File: config.mk
export PLATFORM = sky130hd
export DESIGN_NAME = mmio_bus_ctrl
export DESIGN_NICKNAME = d
export VERILOG_FILES = /design/src/rtl/mmio_bus_ctrl.sv
export SDC_FILE = /design/constraint.sdc
export NUM_CORES = 1
export LEC_CHECK = 0
export CORE_MARGIN = 3
export CORE_UTILIZATION = 45
export CTS_BUF_LIST = sky130_fd_sc_hd__clkbuf_16
export DETAILED_ROUTE_END_ITERATION = 16
export DONT_BUFFER_PORTS = 1
export PLACE_DENSITY = 0.7
export RECOVER_POWER = 25
export SLEW_MARGIN = 30
export SYNTH_ARGS = -nofsm -noshare
export SYNTH_HDL_FRONTEND = slang
export SYNTH_SLANG_ARGS = --single-unit
File: constraint.sdc
create_clock -name Clock -period 5.7 [get_ports Clock]
set_input_delay 1.14 -clock Clock [delete_from_list [all_inputs] [get_ports Clock]]
set_output_delay 1.14 -clock Clock [all_outputs]
set_load 0.05 [all_outputs]
File: src/rtl/mmio_bus_ctrl.sv
// mmio_bus_ctrl: memory-mapped bus controller (RAM, LEDR, HEX, SW, prescaled timer)
// Ports:
//   Clock, Resetn          clock, asynchronous active-low reset
//   ADDR, DOUT, W          registered processor address, write data, write strobe
//   DIN                    combinational read data back to the processor
//   mem_addr, mem_wdata,
//   mem_we, mem_q          external synchronous RAM interface (region 0)
//   SW                     asynchronous slide switches, 2-flop synchronized
//   LEDR                   LED register (region 1)
//   HEX                    four 7-bit digits, HEX[6:0] = digit 0 (region 2)
//   T_EXP                  sticky timer expiry flag (region 4)
// Build option: define HEX_DECODE_EN to drive HEX through active-low 7-segment
// decoders; otherwise HEX = {12'hFFF, raw HEX register}.
module mmio_bus_ctrl #(
    parameter int LED_W    = 10,
    parameter int SW_W     = 10,
    parameter int PRESCALE = 50000
) (
    input  logic             Clock,
    input  logic             Resetn,
    input  logic [15:0]      ADDR,
    input  logic [15:0]      DOUT,
    input  logic             W,
    output logic [15:0]      DIN,
    output logic [11:0]      mem_addr,
    output logic [15:0]      mem_wdata,
    output logic             mem_we,
    input  logic [15:0]      mem_q,
    input  logic [SW_W-1:0]  SW,
    output logic [LED_W-1:0] LEDR,
    output logic [27:0]      HEX,
    output logic             T_EXP
);
    localparam int PW = (PRESCALE > 1) ? $clog2(PRESCALE) : 1;

    logic [3:0]      region;
    logic [15:0]     hex_reg;
    logic [15:0]     tload;
    logic [15:0]     tcount;
    logic [15:0]     timer_rd;
    logic [1:0]      tctrl;
    logic            exp_flag;
    logic [PW-1:0]   presc;
    logic [SW_W-1:0] sw_s1;
    logic [SW_W-1:0] sw_s2;
    logic            wr_tim;
    logic            wr_tload;
    logic            tick;

    assign region    = ADDR[15:12];
    assign mem_addr  = ADDR[11:0];
    assign mem_wdata = DOUT;
    assign mem_we    = W && region == 4'h0;
    assign wr_tim    = W && region == 4'h4;
    assign wr_tload  = wr_tim && ADDR[1:0] == 2'd0;
    // A TLOAD write restarts the prescaler, so it swallows a coincident tick.
    assign tick      = tctrl[0] && presc == PW'(PRESCALE - 1) && !wr_tload;
    assign T_EXP     = exp_flag;

    always_ff @(posedge Clock or negedge Resetn) begin
        if (!Resetn) begin
            sw_s1    <= '0;
            sw_s2    <= '0;
            LEDR     <= '0;
            hex_reg  <= '0;
            tload    <= '0;
            tctrl    <= '0;
            tcount   <= '0;
            exp_flag <= 1'b0;
            presc    <= '0;
        end else begin
            sw_s1 <= SW;
            sw_s2 <= sw_s1;
            if (W && region == 4'h1) LEDR <= DOUT[LED_W-1:0];
            if (W && region == 4'h2) hex_reg <= DOUT;
            if (wr_tload) tload <= DOUT;
            if (wr_tim && ADDR[1:0] == 2'd1) tctrl <= DOUT[1:0];
            presc <= (wr_tload || !tctrl[0] || tick) ? '0 : presc + 1'b1;
            if (wr_tload)
                tcount <= DOUT;
            else if (tick && tcount != 16'd0)
                tcount <= tcount - 16'd1;
            else if (tick && tctrl[1])
                tcount <= tload;
            // Expiry set takes priority over a same-cycle W1C.
            if (tick && tcount == 16'd1)
                exp_flag <= 1'b1;
            else if (wr_tim && ADDR[1:0] == 2'd2 && DOUT[0])
                exp_flag <= 1'b0;
        end
    end

    always_comb begin
        timer_rd = ADDR[1:0] == 2'd0 ? tload :
                   ADDR[1:0] == 2'd1 ? {14'b0, tctrl} :
                   ADDR[1:0] == 2'd2 ? {15'b0, exp_flag} : tcount;
        DIN      = region == 4'h0 ? mem_q :
                   region == 4'h1 ? 16'(LEDR) :
                   region == 4'h2 ? hex_reg :
                   region == 4'h3 ? 16'(sw_s2) :
                   region == 4'h4 ? timer_rd : 16'h0000;
    end

`ifdef HEX_DECODE_EN
    // Active-low segments, bit order {g,f,e,d,c,b,a}.
    function automatic logic [6:0] seg7(input logic [3:0] n);
        case (n)
            4'h0: seg7 = 7'b1000000;
            4'h1: seg7 = 7'b1111001;
            4'h2: seg7 = 7'b0100100;
            4'h3: seg7 = 7'b0110000;
            4'h4: seg7 = 7'b0011001;
            4'h5: seg7 = 7'b0010010;
            4'h6: seg7 = 7'b0000010;
            4'h7: seg7 = 7'b1111000;
            4'h8: seg7 = 7'b0000000;
            4'h9: seg7 = 7'b0010000;
            4'hA: seg7 = 7'b0001000;
            4'hB: seg7 = 7'b0000011;
            4'hC: seg7 = 7'b1000110;
            4'hD: seg7 = 7'b0100001;
            4'hE: seg7 = 7'b0000110;
            default: seg7 = 7'b0001110;
        endcase
    endfunction

    assign HEX = {seg7(hex_reg[15:12]), seg7(hex_reg[11:8]), seg7(hex_reg[7:4]), seg7(hex_reg[3:0])};
`else
    assign HEX = {12'hFFF, hex_reg};
`endif
endmodule

## After elaboration in Yosys (flattened, before gate mapping)

Cells that the tools add are included.

- Equality and inequality tests: 8
- Reductions and logical operators: 22
- Multipliers: 0
- $add $sub $neg: 2
- Muxes and demuxes: 14
- Shift operators: 0
- Order comparisons: 0
- Bitwise operators: 0
- Divide/modulo/power cells: 0

Operators by type and width:

| kind | count |
|---|---|
| 2-to-1 mux 16 bit | 12 |
| adder 16 x 1 -> 16 bit (second input constant) | 1 |
| == test 16 x 1 -> 1 bit (second input constant) | 1 |
| == test 16 bit (second input constant) | 1 |
| nonzero test 16 bit | 1 |
| subtractor 16 x 1 -> 16 bit (second input constant) | 1 |
| logical AND 1 bit | 13 |
| == test 4 x 2 -> 1 bit (second input constant) | 2 |
| == test 4 x 1 -> 1 bit (second input constant) | 1 |
| == test 4 x 3 -> 1 bit (second input constant) | 1 |
| logical NOT 4 bit | 1 |
| nonzero test 3 bit | 1 |
| == test 2 x 1 -> 1 bit (second input constant) | 1 |
| == test 2 bit (second input constant) | 1 |
| logical NOT 1 bit | 2 |
| logical NOT 2 bit | 1 |
| logical OR 1 bit | 2 |
| 2-to-1 mux 1 bit | 2 |
| nonzero test 2 bit | 1 |

- Memory bits (writable): 0
- Bits in latches: 0
- Input port bits: 61
- Output and inout bits: 84
- Word-level logic and storage cells: 55
- Flip-flop bits (word level): 97
- Memories kept: 0
- Memory bits (read-only): 0

## Logic depth before layout (Yosys ltp)

- Word-level depth: 9
- Mapped depth: 8
- Gate-level depth less buffers: 7

## Worst setup path after synthesis

OpenSTA, ideal clock, no wires.

- Path type: input to output
- Start: input ADDR[12]
- End: output DIN[0]
- Setup slack: 1,396 ps
- Required time: 4,560 ps
- Data arrival time: 3,164 ps
- Stages: 6
- Cell sequence: clkbuf_1 > clkbuf_1 > o21ai_0 > o21ai_0 > a22oi_1 > o21ai_0

- Cells in the longest elaborated chain, start to end: 6

RTL lines:

| what | line | RTL |
|---|---|---|
| from (decl) | 21 | `input logic [15:0] ADDR,` |
| == test 4 x 3 -> 1 bit | 101 | `region == 4'h4 ? timer_rd : 16'h0000;` |
| 2-to-1 mux 16 bit | 101 |  |
| 2-to-1 mux 16 bit | 100 | `region == 4'h3 ? 16'(sw_s2) :` |
| 2-to-1 mux 16 bit | 99 | `region == 4'h2 ? hex_reg :` |
| 2-to-1 mux 16 bit | 98 | `region == 4'h1 ? 16'(LEDR) :` |
| 2-to-1 mux 16 bit * | 97 | `DIN = region == 4'h0 ? mem_q :` |
| to (decl) | 24 | `output logic [15:0] DIN,` |

Every way passes the cells marked *; elsewhere a longest branch is shown, timed or not.

## Worst setup path after layout

- Start: input ADDR[13]
- End: output DIN[7]

Same word-level chain as after synthesis.

==> metrics.md <==
| Metric | Value |
|---|---|
| Switching share of power | `34.7%` |
| Main combinational cell family by area after synthesis | `simple AND/OR/NAND/NOR gates` |
| Routed WL | `13.4 mm` |
| CP max-delay cell | `or4b_2` |
| First-pass GRT wire length | `21.6 mm` |
| Fraction of registers with async set or reset after synthesis | `100%` |
| Crit Path Max Fanout | `16` |
| Clock root cell | `clkbuf_16` |
| Peak supply drop | `0.000235 V` |
| Post-synth top area cell | `dfrtp_1` |
| Final hold vios | `0` |
| Simple-gate share of the synthesized area | `17.7%` |
| Die X | `115 µm` |
| Worst skew pair latency | `0.34 ns` |
| Post-synth EDFFs | `0` |
| Core Region | `11500 µm²` |
| Status | `complete, no violations` |
| Unrepaired setup endpoints after global routing | `false` |
| Input/output buffers | `0` |
| Pint | `1.21 mW` |
| WHS | `0.352 ns` |
| CP delay by family, top | `compound AO/OA/AOI/OAI gates` |
| Gate Count Post-Synth | `536` |
| Seq/Total Area, Yosys | `45.3%` |
| Synthesis Warnings | `0` |
| Hold Buf Count CTS | `0` |
| Arrival @ worst endpoint | `3.01 ns` |
| Reg2reg setup slack | `2.88 ns` |
| Gr ovfl total | `0` |
| HPWL Detailed | `9.15 mm` |
| Row count | `39` |
| Postcts setup bufs | `0` |
| First-pass DRT Iterations | `6` |
| Seq pwr share | `55.3%` |
| Final setup viols | `0` |
| Die area | `13200 µm²` |
| Net Sw Power | `0.641 mW` |
| Nature of the critical path endpoint | `output pin` |
| CTS Sinks | `97` |
| Mux cell area share after synthesis | `9.68%` |
| Max Slew Vio Count | `0` |
| Layout Utilization | `47.9%` |
| Synth unique cells | `58` |
| CTS resizes | `0` |
| CP required | `4.56 ns` |
| Synth Flop Type | `dfrtp_1` |
| # IOs | `145` |
| H-tree Lvls | `3` |
| Clk slew on worst S/H paths | `0.07 ns` |
| Adder and majority cell fraction of the synthesized area | `0.935%` |
| Crit Path Category | `in -> out` |
| Inserted Diodes | `0` |
| Part of the cycle the worst path needs | `72.8%` |
| Gp weighted congestion | `0.882` |
| P&R area growth vs syn | `3.06%` |
| Cell Area, Synth | `5350 µm²` |
| Via count | `4075` |
| Post-Synth XOR/XNOR Area | `2.78%` |
| Cts bufs inserted | `9` |
| #FFs+latches synth | `97` |
| Fill cells | `1068` |
| PwrDens | `335 nW/µm²` |
| GRT Total Usage | `20.4%` |
| CTS tree | `built` |
| Avg Cell Area, Syn | `9.99 µm²` |
| Fin Clk Skew | `0.00735 ns` |
| Max capacitance violation total | `0` |
| Longest Clk Path Bufs | `2` |
| Combinational power share | `11.9%` |
| Vias in the first global route | `4177` |
| Starting Density | `46.5%` |
| Die Ht | `115 µm` |
| Setup TNS | `0 ns` |
| Vias/cell | `6.31` |
| Share of layout cells above drive strength 1 | `12.9%` |
| Min-delay worst type | `reg -> reg` |
| Share of the synthesized area in the top cell type | `45.3%` |
| Worst slew margin | `33.6%` |
| Buf/Inv on CP | `0` |
| Least-Margin Pin Slew | `0.990 ns` |
| Final net count | `563` |
| Leakage power | `2.38 nW` |
| Drc violations | `0` |
| Crit path time final | `4.15 ns` |
| Highest Clock Rate | `0.241 GHz` |
| Pin count of the biggest net entering global routing | `98` |
| Compound-Gate Fraction of Synth Area | `14.3%` |
| ANT nets after route | `0` |
| Crit start category | `primary input` |
| Routed length per instance | `20.8 µm` |
| CP peak stage delay | `0.91 ns` |
| Worst path cell trace | `or4b_2 > o22ai_1 > o21ai_0 > o21ai_1` |
| Clock network fraction of design power | `32.8%` |
| Area contributors post-synth | `dfrtp_1, mux2_2, buf_4, a22oi_1, nand2_1` |
| Initial antenna violation count | `0` |
| DR iter-0 viols | `367` |
## power by group through the flow
stage	clock, mW	combinational (mW)	sequential, mW
final	0.606	0.221	1.02
after global routing	0.640	0.246	1.03
after CTS	0.613	0.220	1.02
after detailed placement	0	0.220	1.03
after global placement	0	0.211	1.03
after floorplan	0	0.262	0.993
## Yosys cell counts (13+ instances only)
library cell and number:
dfrtp_1 97, mux2_2 28, buf_4 41, clkbuf_1 24, a22oi_1 32, nor2_1 29
o22ai_1 18, nand2_1 52, o21ai_0 27, mux2i_1 18, inv_1 13
## path summary, 6_finish.rpt
path | start | endpoint | depth (start not counted)
max | ADDR[13] | DIN[7] | 4
min | sw_s1[2] | sw_s2[2] | 0
max reg2reg | tcount[7] | tcount[6] | 5
min reg2reg | sw_s1[2] | sw_s2[2] | 0
max in group asynchronous | Resetn | tload[10] | 0
min in group asynchronous | Resetn | sw_s1[7] | 0
## logic make-up after synthesis
logic type,after synthesis
AND/OR/NAND/NOR,177
AO/OA/AOI/OAI,110
flip-flops,97
buffers and inverters,83
multiplexers,47
XOR/XNOR,17
adder cells (fa/ha/maj),4
other,1
## cells in the final DEF, fill, tap and decap left out, drive strengths merged, types with 9 or more instances in the layout
cell type,count
dfrtp,97
nand2,52
a22oi,32
nor2,29
mux2,28
o21ai,27
o22ai,18
mux2i,18
inv,15
and2,13
conb,12
nor3,12
and3,12
nand3,11
xnor2,10
buf,10
nor2b,9
clkbuf,9
## routing by layer
| metal | global-route usage (%) | wire [µm] | share of wire, % |
|---|---|---|---|
| met1 | 27.0 | 5750 | 43 |
| met4 | 7.67 | 271 | 2.0 |
| met2 | 32.5 | 6300 | 47 |
| met3 | 5.05 | 1110 | 8.3 |
| met5 | 0 | 0 | 0 |
## final cells by class
type	count	area, µm²	share of cell area (%)
repair buffers	10	75.1	1.36
well taps	143	179	3.24
clock inverters	7	71.3	1.29
clock buffers	9	225	4.08
inverters	13	48.8	0.885
multi-input cells	367	2490	45.1
flip-flops and latches	97	2430	44.0
## through the flow
step                power, mW  instance area [µm²]  cells  setup slack [ns]
floorplan                1.26                 5390    547              1.40
global placement         1.24                 5210    630              1.59
detailed placement       1.25                 5210    630              1.53
CTS                      1.85                 5510    646              1.53
global route             1.92                 5520    646              1.49
finish                   1.85                 5520    646              1.55
No activity file was read; power rests on OpenSTA's default activity.
